$ cat config.mk
export PLATFORM = sky130hd
export DESIGN_NAME = adsr_envelope_bank
export DESIGN_NICKNAME = d
export VERILOG_FILES = /design/src/rtl/adsr_envelope_bank.sv
export SDC_FILE = /design/constraint.sdc
export NUM_CORES = 1
export LEC_CHECK = 0
export CAP_MARGIN = 5
export CORE_AREA = 5 5 219 221
export DETAILED_ROUTE_END_ITERATION = 6
export DIE_AREA = 0 0 224 226
export DONT_BUFFER_PORTS = 1
export PLACE_DENSITY_LB_ADDON = 0.2
export SYNTH_ARGS = -nofsm -noshare
export SYNTH_HDL_FRONTEND = slang
export SYNTH_SLANG_ARGS = --single-unit
$ cat constraint.sdc
create_clock -name clk -period 7 [get_ports clk]
set_clock_uncertainty 0.15 [all_clocks]
set_input_delay 1.4 -clock clk [delete_from_list [all_inputs] [get_ports clk]]
set_output_delay 1.4 -clock clk [all_outputs]
set_load 0.005 [all_outputs]
$ cat src/rtl/adsr_envelope_bank.sv
// adsr_envelope_bank
//   Bank of N_VOICES independent ADSR envelope generators sharing one set of
//   attack/decay/sustain/release controls. Envelopes advance only on sample_tick.
//   Gate edges are captured on every clk into per-voice rise/fall flags. These
//   flags persist until a tick consumes them, so short gate pulses between ticks
//   are not lost.
//
// Ports
//   clk          system clock
//   rst          synchronous active-high reset
//   sample_tick  one-cycle strobe that paces envelope updates
//   gate         per-voice note gate (bit i = voice i)
//   a, d, s, r   shared attack rate, decay rate, sustain level, release rate
//   amplitude    per-voice amplitude, voice i at [i*AMP_BITS +: AMP_BITS]
//   active       per-voice flag, high while the voice is not idle
module adsr_envelope_bank #(
    parameter int unsigned N_VOICES       = 4,
    parameter int unsigned AMP_BITS       = 8,
    parameter int unsigned ACC_BITS       = 26,
    parameter bit          RETRIGGER_ZERO = 1'b1
) (
    input  logic                         clk,
    input  logic                         rst,
    input  logic                         sample_tick,
    input  logic [N_VOICES-1:0]          gate,
    input  logic [3:0]                   a,
    input  logic [3:0]                   d,
    input  logic [3:0]                   s,
    input  logic [3:0]                   r,
    output logic [N_VOICES*AMP_BITS-1:0] amplitude,
    output logic [N_VOICES-1:0]          active
);

    typedef enum logic [2:0] {
        StIdle,
        StAttack,
        StDecay,
        StSustain,
        StRelease
    } state_e;

    localparam int unsigned SusReps = (ACC_BITS + 3) / 4;
    localparam logic [ACC_BITS-1:0] AccMax  = '1;
    // Rate x maps to 2^(ACC_BITS-1-x), i.e. this constant shifted right by x.
    localparam logic [ACC_BITS-1:0] RateTop = {1'b1, {(ACC_BITS-1){1'b0}}};

    state_e              state_q [N_VOICES];
    state_e              state_d [N_VOICES];
    logic [ACC_BITS-1:0] acc_q   [N_VOICES];
    logic [ACC_BITS-1:0] acc_d   [N_VOICES];
    logic [N_VOICES-1:0] gate_q;
    logic [N_VOICES-1:0] rise_q, rise_d;
    logic [N_VOICES-1:0] fall_q, fall_d;

    logic [ACC_BITS-1:0]  step_a, step_d, step_r, sus;
    logic [4*SusReps-1:0] sus_rep;

    // Shared controls decoded once for all voices.
    always_comb begin
        step_a  = RateTop >> a;
        step_d  = RateTop >> d;
        step_r  = RateTop >> r;
        // Replicating s MSB-first spreads the 4-bit level over the full range (F -> max).
        sus_rep = {SusReps{s}};
        sus     = sus_rep[4*SusReps-1 -: ACC_BITS];
    end

    always_comb begin
        logic [ACC_BITS:0] sum;
        logic [ACC_BITS:0] diff;
        state_d = state_q;
        acc_d   = acc_q;
        rise_d  = rise_q;
        fall_d  = fall_q;
        sum     = '0;
        diff    = '0;
        for (int i = 0; i < N_VOICES; i++) begin
            sum  = {1'b0, acc_q[i]} + {1'b0, step_a};
            diff = {1'b0, acc_q[i]} - {1'b0, step_d};
            if (sample_tick) begin
                if (rise_q[i]) begin
                    state_d[i] = StAttack;
                    if (RETRIGGER_ZERO) begin
                        acc_d[i] = '0;
                    end
                    rise_d[i] = 1'b0;
                    // A fall seen after the rise still has to release if the gate stayed low.
                    fall_d[i] = fall_q[i] & ~gate[i];
                end else if (fall_q[i]) begin
                    fall_d[i] = 1'b0;
                    if (state_q[i] inside {StAttack, StDecay, StSustain}) begin
                        state_d[i] = StRelease;
                    end
                end else begin
                    case (state_q[i])
                        StAttack: begin
                            if (sum[ACC_BITS] || (sum[ACC_BITS-1:0] == AccMax)) begin
                                acc_d[i]   = AccMax;
                                state_d[i] = StDecay;
                            end else begin
                                acc_d[i] = sum[ACC_BITS-1:0];
                            end
                        end
                        StDecay: begin
                            // Borrow means we went below zero, hence below any sustain level.
                            if (diff[ACC_BITS] || (diff[ACC_BITS-1:0] <= sus)) begin
                                acc_d[i]   = sus;
                                state_d[i] = StSustain;
                            end else begin
                                acc_d[i] = diff[ACC_BITS-1:0];
                            end
                        end
                        StSustain: begin
                            acc_d[i] = sus;
                        end
                        StRelease: begin
                            if (acc_q[i] <= step_r) begin
                                acc_d[i]   = '0;
                                state_d[i] = StIdle;
                            end else begin
                                acc_d[i] = acc_q[i] - step_r;
                            end
                        end
                        default: begin
                            acc_d[i] = '0;
                        end
                    endcase
                end
            end
            // Edges seen this cycle are held for a later tick.
            rise_d[i] = rise_d[i] | (gate[i] & ~gate_q[i]);
            fall_d[i] = fall_d[i] | (~gate[i] & gate_q[i]);
        end
    end

    always_ff @(posedge clk) begin
        if (rst) begin
            for (int i = 0; i < N_VOICES; i++) begin
                state_q[i] <= StIdle;
                acc_q[i]   <= '0;
            end
            gate_q <= '0;
            rise_q <= '0;
            fall_q <= '0;
        end else begin
            for (int i = 0; i < N_VOICES; i++) begin
                state_q[i] <= state_d[i];
                acc_q[i]   <= acc_d[i];
            end
            gate_q <= gate;
            rise_q <= rise_d;
            fall_q <= fall_d;
        end
    end

    // Outputs are straight slices of registered state, so they change the cycle after a tick.
    always_comb begin
        amplitude = '0;
        active    = '0;
        for (int i = 0; i < N_VOICES; i++) begin
            amplitude[i*AMP_BITS +: AMP_BITS] = acc_q[i][ACC_BITS-1 -: AMP_BITS];
            active[i]                         = (state_q[i] != StIdle);
        end
    end

endmodule

; Yosys cells after proc, flatten, opt, wreduce, memory -nomap -nowiden
; Cells that the tools add are included.
[word_totals]
word_cells = 194
romBits = 0
out_inout_bits = 36
ram_bits = 0
input_bits = 23
latchBits = 0
n_memories = 0
register_bits = 128
[classes]
n_mul = 0
div = 0
n_eq_ne = 40
n_reduce_logical = 28
order_cmp = 8
bitwise_logic = 28
add_sub_neg = 12
n_shift = 3
mux = 64
[ops]
columns = op, n
row1 = 2-to-1 mux 26 bit, 20
row2 = case mux 26 bit (4 select lines), 4
row3 = less-or-equal comparator 26 bit, 8
row4 = adder 26 x 26 -> 27 bit, 4
row5 = subtractor 26 x 26 -> 27 bit, 4
row6 = == test 26 bit (second input constant), 4
row7 = subtractor 26 bit, 4
row8 = >> shifter 26 x 4 -> 26 bit (first input constant), 3
row9 = 2-to-1 mux 3 bit, 24
row10 = case mux 3 bit (3 select lines), 4
row11 = != test 4 x 3 -> 1 bit (second input constant), 8
row12 = == test 3 x 2 -> 1 bit (second input constant), 8
row13 = AND reduction 6 bit, 4
row14 = nonzero test 3 bit, 8
row15 = nonzero test 5 bit, 4
row16 = != test 4 bit (second input constant), 4
row17 = bitwise AND 1 bit, 12
row18 = == test 3 x 1 -> 1 bit (second input constant), 4
row19 = == test 3 bit (second input constant), 4
row20 = 2-to-1 mux 1 bit, 12
row21 = != test 3 x 2 -> 1 bit (second input constant), 4
row22 = logical OR 1 bit, 8
row23 = != test 2 bit (second input constant), 4
row24 = inverter 1 bit, 8
row25 = other kinds (2), 12

; Depth between registers and ports, before layout
[depth]
depth_word = 8
mapped_depth = 23

; Least setup slack after synthesis
; OpenSTA, ideal clock, no wires.
[synth_timing]
path_type = input-to-reg
startpoint = input port d[3]
endpoint = register acc_q[89] (netlist name)
path_slack_ns = 0.916
cell_stages = 22
setup_ns = 0.120
t_arrival_ns = 5.815
path_cell_list = nor2b_1 nand3_1 ha_1 or3_1 o221a_2 nand2b_1 a21oi_1 o21a_1 a221o_1 a31oi_1 xnor2_1 ha_1 nand4_1 nor4_1 o21ai_0 a31oi_1 a2111oi_0 a211o_1 nor2_1 nor3_1 o21a_1 a211o_1
[synth_via]
elab_chain_len = 8
[synth_rtl]
columns = element, line
row1 = start: declaration, 27  ; input logic [3:0] d,
row2 = >> shifter 26 x 4 -> 26 bit (*), 61  ; step_d = RateTop >> d;
row3 = subtractor 26 x 26 -> 27 bit (*), 79  ; diff = {1'b0, acc_q[i]} - {1'b0, step_d};
row4 = less-or-equal comparator 26 bit, 106  ; if (diff[ACC_BITS] || (diff[ACC_BITS-1:0] <= sus)) begin
row5 = logical OR 1 bit, 106
row6 = 2-to-1 mux 26 bit (*), 106
row7 = case mux 26 bit (4 select lines) (*), 95  ; case (state_q[i])
row8 = 2-to-1 mux 26 bit (*), 89  ; end else if (fall_q[i]) begin
row9 = 2-to-1 mux 26 bit (*), 81  ; if (rise_q[i]) begin
row10 = end signal: indexed assignment, 148  ; acc_q[i] <= acc_d[i];
row11 = end: declaration, 49  ; logic [ACC_BITS-1:0] acc_q [N_VOICES];
; Mark *: on every way between the ends. The rest lies on a longest branch, timed or not. The select of a mux whose other input is x is not followed.
; A chain may end at the register's enable or synchronous reset.

; Final worst setup path
[layout_timing]
startpoint = input port d[2]
endpoint = register acc_q[35] (netlist name)
; Same word-level chain as after synthesis.

==> run metrics <==
synthesized area per cell=around 7.6 µm²; syn_nets=~2.8k; Clk pwr share=0.334; crit path to=acc_q[35]; crit path setup slack, layout=about 0.48 ns; Crit. path cell count=20; internal cell power=around 1.9 mW; Post-synth EDFFs=0; adder-cell share of the synthesized area=0.2064; # fillers=between 4k and 5k; Slew HR=0.08523; clock latency on the worst-skew pair=0.49 ns; Initial Util=0.4028; Layout Nets=between 2k and 3k; post-synthesis sequential area ratio=0.1384; antenna violations before repair=1; commonest cells after routing, fill and taps aside=299 x ha_1, 213 x a21oi_1, 178 x nand2_1; CP max-delay cell=or4_4; CP top delay family=simple AND/OR/NAND/NOR gates; outcome=finished, final reports clean; global placement routability congestion=0.9981; Multi-input gate area=~15,000 µm²; Post-Synth Simple-Gate Area=0.2214; crit-path max FO=7; TritonCTS Buffers=17; post-layout min period=between 6 and 7 ns; mux share of post-synthesis cell area=0.007502; Core Rows=79; commonest non-fill, non-tap cell in the layout=ha_1; GRT Total Usage=0.2827; Max-Cap Viols=0; Die Y=approximately 230 µm; DR iter-0 viols=about 2.1k; largest family of logic cells by synthesized area=compound AO/OA/AOI/OAI gates; post-CTS setup buffer count=0; final period utilization=0.9319; CP Launch Type=primary input; Yosys reg bits=about 130; die width=around 220 µm; per-cell routed wire length=24.86 µm; DRT antenna net count=0; dpl ws=0.05682 ns; Avg Vias per Cell=~6.5; grt total ovfl=0; worst min-delay path class=reg2reg; CTS max path bufs=2; CP required=between 7 and 8 ns; Reg clk slew, reported paths=around 0.060 ns; Core ar.=approximately 46,000 µm²; worst-margin pin slew=1.365 ns; NetSw=1.204 mW; max-slew violation count=0; crit path cell chain=nor2b_1 -> nand3_1 -> ha_1 -> o21a_1 -> o21a_1 -> o21ai_0 -> a21oi_1 -> o41ai_1 -> o21bai_1 -> a21oi_1 -> xnor2_1 -> ha_1 -> nand3_1 -> nor3_1 -> nand2_1 -> nor4_1 -> nor2_1 -> or4_4 -> o21a_1 -> a211o_1; DRC viols=0; post_cts resized=0; YS warnings=0; r2r endpoint=acc_q[35]; layout cells sized above 1=0.05225; Bufs and invs on worst path=0; most used cell along the critical path=o21a_1; Die Area=50,620 µm²; hold buffer count at CTS=0; Fin. Hold Viols=0; reg-to-reg slack, setup=1.52 ns; Gate power share=0.408; Switching Fraction=0.3894; worst setup path startpoint=d[2]; hold_sp=acc_q[2]; register area=2562 µm²; CP arrival=a little under 7 ns; Finish-stage setup viols=0; Synth-to-Final Area Change=6.069%; largest net degree at the start of global routing=60; FF-to-FF path depth=18; via count=approximately 19k; TritonCTS clock tree=done; PD cells=~160 nW/µm²; WL final=approximately 74,000 µm; crit-path max cell delay=approximately 0.58 ns; Reg-to-Reg Start=acc_q[36]; XOR/XNOR Fraction of Synth Area=0.06008; FFs w/ async S/R, synth=0; Compound-Gate Fraction of Synth Area=0.3158; DRT Pass-1 Iters=6; setup TNS=0 ns; Hold Path Cell Cnt=2; num ports=59; IO buf count=0; Max Fclk=about 150 MHz; first-pass GRT wire length=between 100,000 and 150,000 µm; clock sink count=roughly 130; cell area after synthesis=18,510 µm²; H-tree depth=4; Synth Flop Type=dfxtp_1; vias in the first global route=about 18k; cells after synthesis=roughly 2.4k; Lkg Pwr=about 8.5 nW; root buf cell=clkbuf_16; WS Path Type=in2reg; sequential share of power=0.258; Setup crit end kind=flop; Worst VDD drop=about 160 µV; post-synth cell types=100; RSZ-0062 raised after global routing=no; DP HPWL=between 50,000 and 60,000 µm
power by group through the flow:
stage	Sequential [mW]	Combinational, mW	Clock, mW
after floorplan	0.785	0.936	0
after global placement	0.813	1.21	0
after detailed placement	0.813	1.23	0
after CTS	0.797	1.24	1.04
after global routing	0.802	1.38	1.07
final	0.799	1.26	1.03
routing by layer:
| metal | vias to the layer above | global-route usage | share of wire |
|---|---|---|---|
| met5 | - | 0 | 0.00018 |
| met1 | 9172 | 0.3668 | 0.42 |
| met3 | 191 | 0.07344 | 0.097 |
| met4 | 2 | 0.1362 | 0.052 |
| met2 | 934 | 0.4380 | 0.43 |
| li1 | 9183 | - | - |
worst reg2reg max path, stage by stage (launching register included):
cell	delay (ns)
dfxtp_1	0.45
ha_1	0.32
o21a_1	0.24
o21a_1	0.22
o21ai_0	0.29
a21oi_1	0.16
o41ai_1	0.54
o21bai_1	0.11
a21oi_1	0.20
xnor2_1	0.11
ha_1	0.30
nand3_1	0.10
nor3_1	0.31
nand2_1	0.09
nor4_1	0.54
nor2_1	0.12
or4_4	0.58
o21a_1	0.22
a211o_1	0.30
logic make-up (layout without fill, tap and decap cells):
logic type / after synthesis / after routing
other: 0 / 2
buffers and inverters: 211 / 155
AOI/OAI and AO/OA: 844 / 844
xor gates and xnor gates: 127 / 127
DFF: 128 / 128
muxes: 13 / 13
and+or+nand+nor: 803 / 803
adders and majority gates: 303 / 303
area by class of cell:
class,count,share of cell area
Clock inverter,13,0.01064
Antenna cell,2,0.0002549
Clock buffer,19,0.02307
Inverter,88,0.01682
Multi-Input combinational cell,2090,0.7660
Tap cell,607,0.03868
Sequential cell,128,0.1305
Timing Repair Buffer,35,0.01402
through the flow:
stage | hold slack (ns) | utilization | total power, mW | cells | area (µm²)
after global placement | 0.3441 | 0.4127 | 2.021 | 2948 | 18970
after CTS | 0.3642 | 0.4271 | 3.073 | 2980 | 19630
final | 0.3660 | 0.4272 | 3.090 | 2982 | 19640
after global routing | 0.3931 | 0.4271 | 3.253 | 2980 | 19630
after detailed placement | 0.3561 | 0.4127 | 2.042 | 2948 | 18970
after floorplan | 0.3077 | - | 1.721 | 2429 | 18510
cell usage after synthesis (32+ instances only):
library cell    n  share of area
a211o_1        32          0.015
a211oi_1       36          0.015
a21o_1         79          0.032
a21oi_1       213          0.058
buf_4          33          0.013
clkbuf_1       78          0.016
dfxtp_1       128           0.14
ha_1          299           0.20
inv_1          87          0.018
nand2_1       178          0.036
nand2b_1       38          0.013
nand3_1        76          0.021
nand4_1        64          0.022
nor2_1        168          0.034
nor2b_1        47          0.016
nor3_1         69          0.019
o21a_1         55          0.022
o21ai_0       123          0.033
xnor2_1        79          0.037
xor2_1         48          0.023
worst min path at each step:
stage,slack [ns],end
global route,0.39,fall_q[0]
global placement,0.34,fall_q[3]
CTS,0.36,acc_q[2]
finish,0.37,acc_q[2]
detailed placement,0.36,acc_q[2]
floorplan,0.31,acc_q[84]
state kept, by name (all words and copies together), names as in the netlist:
signal / cells
rise_q: 4
amplitude: 32
fall_q: 4
gate_q: 4
acc_q: 72
state_q: 12
(Power assumes the default switching activity.)
